**src/rtl/fp_reg_status_file.sv**
```systemverilog
// Floating-point register file with per-register Tomasulo busy/tag status and CDB snooping.
// Optional same-cycle CDB-to-read forwarding is enabled by defining FPREG_CDB_BYPASS_EN.
module fp_reg_status_file #(
    parameter int DATA_W = 16,
    parameter int NREGS  = 8,
    parameter int ADDR_W = 3,
    parameter int TAG_W  = 3
) (
    input  logic              clock,
    input  logic              reset,
    input  logic [ADDR_W-1:0] rdAddrA,
    input  logic [ADDR_W-1:0] rdAddrB,
    output logic [DATA_W-1:0] rdDataA,
    output logic [DATA_W-1:0] rdDataB,
    output logic              rdBusyA,
    output logic              rdBusyB,
    output logic [TAG_W-1:0]  rdTagA,
    output logic [TAG_W-1:0]  rdTagB,
    input  logic              issueEn,
    input  logic [ADDR_W-1:0] issueAddr,
    input  logic [TAG_W-1:0]  issueTag,
    input  logic              cdbValid,
    input  logic [TAG_W-1:0]  cdbTag,
    input  logic [DATA_W-1:0] cdbData,
    output logic [ADDR_W:0]   busyCount
);

    // Register 0 has no storage; it is synthesised as constant zero on the read path.
    logic [DATA_W-1:0] r_value [1:NREGS-1];
    logic [TAG_W-1:0]  r_tag   [1:NREGS-1];
    logic [NREGS-1:1]  r_busy;
    logic [ADDR_W:0]   r_busyCount;

    logic [DATA_W-1:0] w_valueNxt [1:NREGS-1];
    logic [TAG_W-1:0]  w_tagNxt   [1:NREGS-1];
    logic [NREGS-1:1]  w_busyNxt;
    logic [NREGS-1:1]  w_cdbHit;
    logic [ADDR_W:0]   w_countNxt;

    always_comb begin
        w_cdbHit = '0;
        for (int unsigned i = 1; i < NREGS; i++) begin
            w_cdbHit[i] = cdbValid && (cdbTag != '0) && r_busy[i] && (r_tag[i] == cdbTag);
        end
    end

    // CDB retire first, then issue overrides busy/tag so the newer rename wins.
    always_comb begin
        w_valueNxt = r_value;
        w_tagNxt   = r_tag;
        w_busyNxt  = r_busy;
        w_countNxt = '0;
        for (int unsigned i = 1; i < NREGS; i++) begin
            if (w_cdbHit[i]) begin
                w_valueNxt[i] = cdbData;
                w_busyNxt[i]  = 1'b0;
                w_tagNxt[i]   = '0;
            end
            if (issueEn && (issueTag != '0) && (issueAddr == ADDR_W'(i))) begin
                w_busyNxt[i] = 1'b1;
                w_tagNxt[i]  = issueTag;
            end
            w_countNxt = w_countNxt + (ADDR_W+1)'(w_busyNxt[i]);
        end
    end

    always_ff @(posedge clock) begin
        if (reset) begin
            for (int unsigned i = 1; i < NREGS; i++) begin
                r_value[i] <= '0;
                r_tag[i]   <= '0;
            end
            r_busy      <= '0;
            r_busyCount <= '0;
        end else begin
            r_value     <= w_valueNxt;
            r_tag       <= w_tagNxt;
            r_busy      <= w_busyNxt;
            r_busyCount <= w_countNxt;
        end
    end

    assign busyCount = r_busyCount;

    // Addresses 0 and >= NREGS match no entry and fall through to the zero defaults.
    always_comb begin
        rdDataA = '0;
        rdBusyA = 1'b0;
        rdTagA  = '0;
        rdDataB = '0;
        rdBusyB = 1'b0;
        rdTagB  = '0;
        for (int unsigned i = 1; i < NREGS; i++) begin
            if (rdAddrA == ADDR_W'(i)) begin
`ifdef FPREG_CDB_BYPASS_EN
                if (w_cdbHit[i]) begin
                    rdDataA = cdbData;
                end else begin
                    rdDataA = r_value[i];
                    rdBusyA = r_busy[i];
                    rdTagA  = r_tag[i];
                end
`else
                rdDataA = r_value[i];
                rdBusyA = r_busy[i];
                rdTagA  = r_tag[i];
`endif
            end
            if (rdAddrB == ADDR_W'(i)) begin
`ifdef FPREG_CDB_BYPASS_EN
                if (w_cdbHit[i]) begin
                    rdDataB = cdbData;
                end else begin
                    rdDataB = r_value[i];
                    rdBusyB = r_busy[i];
                    rdTagB  = r_tag[i];
                end
`else
                rdDataB = r_value[i];
                rdBusyB = r_busy[i];
                rdTagB  = r_tag[i];
`endif
            end
        end
    end

endmodule

```
**config.mk**
```make
export PLATFORM = sky130hd
export DESIGN_NAME = fp_reg_status_file
export DESIGN_NICKNAME = d
export VERILOG_FILES = /design/src/rtl/fp_reg_status_file.sv
export SDC_FILE = /design/constraint.sdc
export NUM_CORES = 1
export LEC_CHECK = 0
export BUFFER_PORTS_ARGS = -buffer_cell sky130_fd_sc_hd__buf_2
export CELL_PAD_IN_SITES_DETAIL_PLACEMENT = 0
export CELL_PAD_IN_SITES_GLOBAL_PLACEMENT = 1
export CORE_ASPECT_RATIO = 1.2
export CORE_UTILIZATION = 49
export CTS_CLUSTER_DIAMETER = 60
export DETAILED_ROUTE_END_ITERATION = 7
export PLACE_DENSITY_LB_ADDON = 0.08
export SETUP_SLACK_MARGIN = 0.02
export SYNTH_ARGS = -nofsm -noshare
export SYNTH_HDL_FRONTEND = slang
export SYNTH_SLANG_ARGS = --single-unit
```
**constraint.sdc**
```tcl
create_clock -name clock -period 7.52 [get_ports clock]
set_input_delay 0.376 -clock clock [delete_from_list [all_inputs] [get_ports clock]]
set_output_delay 0.376 -clock clock [all_outputs]
set_load 0.02 [all_outputs]
```
==> out/qor.csv <==
stage,metric,value,unit
outcome,outcome,completed,
sta,setup TNS,0,ns
finish,multi-input logic area,4820,sq um
logic_synthesis,Yosys top cell area share,0.351,
logic_synthesis,register bit total from synthesis,143,
clock_tree,CTS max path bufs,2,
global_route,"Most Used Layer, Global Route",met2,
finish,FF/Latch Area,2860,sq um
route,post-route DRC violation count,0,
floorplanning,Die Ht,143,um
route,Pre-antenna DRT Iters,5,
clock_tree,Worst-path clk slew,0.06,ns
logic_synthesis,post-synthesis sequential area ratio,0.351,
clock_tree,number of CTS-inserted buffers,17,
floorplanning,Die ar.,17200,sq um
route,Post-Route WL,27.2,mm
clock_tree,clk sink count,143,
placement,I/O Buffers,77,
worst_setup_path,startpoint types,input port,
placement,GPL Wtd Cong,0.887,
global_route,met1 Track Usage GR,0.399,
sta,slew of the pin with the lowest slew margin,1.07,ns
route,DR vias,7597,
floorplanning,Starting Density,0.502,
sta,RSZ-0062 raised after global routing,no,
route,Routed WL per cell,22.9,um
logic_synthesis,Yosys top cell by area,dfxtp_1,
logic_synthesis,Async SR Flop Fraction,0,
run,max cap viols,0,
worst_setup_path,Arrival @ worst endpoint,3.00,ns
logic_synthesis,post-synthesis cell area,8160,sq um
worst_setup_path,endpoint type of the worst setup path,output pin,
finish,fillers,1498,
global_route,M2 GR Usage,0.552,
worst_setup_path,Worst Path Required,7.14,ns
logic_synthesis,Syn Nets,980,
logic_synthesis,Syn. warnings,0,
finish,area grow syn2layout,11.3,%
sta,Final Hold Viols,0,
global_route,vias in the first global route,7503,
logic_synthesis,Synth area leaders,"dfxtp_1, mux2i_1, nand2_1",
finish,nets,1000,
sta,Clock Skews,0.00744,ns
finish,# diodes,0,
clock_tree,clk_lat worst skew,0.43,ns
clock_tree,H-tree Lvls,4,
sta,Max Clk Rate,0.296,GHz
global_route,grt total ovfl,0,
sta,fin. max-slew vios,0,
power_and_ir_drop,P_leak,4.18,nW
logic_synthesis,"EDFF count, synth",0,
route,initial drt markers,765,
worst_setup_path,Crit Path Max Fanout,35,
global_route,largest net degree at the start of global routing,75,
logic_synthesis,average size of a mapped cell,8.67,sq um
power_and_ir_drop,Max IR drop VDD,0.157,mV
clock_tree,post-CTS setup buffer count,0,
global_route,met3 Use GR,0.0492,
finish,"most common cell after layout, fill and taps aside",nand2_1,
floorplanning,Boundary Pins,79,
route,Post-DRT Antenna Nets,0,
clock_tree,hold buffer count at cts,0,
worst_setup_path,CP Class,input port to output pin,
placement,DP HPWL,15.9,mm
global_route,GRT Resource Usage Total,0.322,
clock_tree,CTS tree,yes,
power_and_ir_drop,PwrDens,203,nW/um^2
global_route,initial antenna violation count,0,
finish,proportion of layout cells with a drive suffix above 1,0.165,
floorplanning,core area,16300,sq um
finish,Util after Layout,0.558,
clock_tree,clock root buffer,clkbuf_16,
logic_synthesis,Post-synth top flop,dfxtp_1,
finish,most frequent cells in the layout,"nand2_1, dfxtp_1, mux2i_1",
logic_synthesis,Syn Inst Count,941,
hold_path,Hold Path Class,input port to flop,
sta,Slew headroom,0.288,
floorplanning,die width,120,um
sta,Tmin final,3.37,ns
route,Vias/cell,6.41,
clock_tree,post_cts resized,0,
power_and_ir_drop,Pwr Total,0.00185,W
sta,period utilization,0.449,
logic_synthesis,synth unique cells,53,
sta,"Setup violations, final",0,
floorplanning,row cnt,51,
global_route,first-pass GRT wire length,41.9,mm
## state kept, by name (all words and copies together) (netlist names)
register / flops
r_value: 112
r_tag: 21
r_busy: 7
busyCount: 3
## power breakdown
| part | switching [W] | internal (W) | total (W) |
|---|---|---|---|
| Combinational | 0.000157 | 0.0000708 | 0.000228 |
| Clock | 0.000335 | 0.000511 | 0.000846 |
| Sequential | 0.00000757 | 0.000764 | 0.000772 |
| Total | 0.000499 | 0.00135 | 0.00185 |
## final timing paths
kind / from / endpoint / slack (ns) / depth (start not counted)
worst min-delay path: reset / busyCount[1]$_SDFF_PP0_ / 0.29 / 2
worst min register to register: r_value[108]$_SDFFE_PP0P_ / r_value[108]$_SDFFE_PP0P_ / 0.47 / 2
worst max-delay path: rdAddrB[2] / rdDataB[7] / 4.15 / 7
worst max register to register: r_tag[11]$_SDFFE_PP0P_ / busyCount[1]$_SDFF_PP0_ / 4.22 / 10
## worst max-delay path, stage by stage
cell      delay, ns
buf_2          0.59
nor2b_2        0.71
buf_4          0.41
a21oi_1        0.07
o32a_1         0.21
a211oi_1       0.35
buf_2          0.24
## layout make-up
class / instances / share of cell area
clock buffer: 21 / 0.0518
tap: 212 / 0.0292
inverter: 10 / 0.00441
clock inverter: 11 / 0.0125
multi-input combinational: 695 / 0.530
timing repair buffer: 94 / 0.0565
sequential: 143 / 0.315
## stage by stage
stage | cells | hold WS [ns] | setup WS (ns) | cell area [sq um]
after floorplan | 941 | 0.445 | 3.96 | 8160
after global placement | 1154 | 0.454 | 3.87 | 8500
after detailed placement | 1154 | 0.465 | 3.82 | 8500
after CTS | 1186 | 0.280 | 4.21 | 9080
after global routing | 1186 | 0.298 | 4.01 | 9080
final | 1186 | 0.288 | 4.15 | 9080
## cells by family (layout without fill, tap and decap cells)
kind of cell               after synthesis  after routing  share of synthesized area
buffers and inverters                  103            136                     0.0612
muxes                                  129            129                      0.159
other                                    1              1                   0.000459
DFF                                    143            143                      0.351
AOI/OAI and AO/OA                      273            273                      0.252
and+or+nand+nor                        267            267                      0.141
adders and majority gates                4              4                    0.00981
xor gates and xnor gates                21             21                     0.0253
## metal layers
metal  vias to the layer above  share of wire  wire length, um
li1                       3473              -                -
met1                      3687           0.42            11500
met2                       380           0.49            13200
met3                        57          0.068             1840
met4                         0          0.025              676
met5                         -              0                0
## cells in the mapped netlist (all sizes together) (13+ instances only)
cell / instances
o22ai: 17
o21ai: 39
mux2i: 122
a41o: 15
a22o: 43
nand3: 13
nand2: 165
dfxtp: 143
nor3: 22
a221o: 17
nor2: 37
a31o: 21
a21oi: 53
buf: 42
o211a: 20
clkbuf: 51
Note: power is estimated with default switching activity, not from simulation.
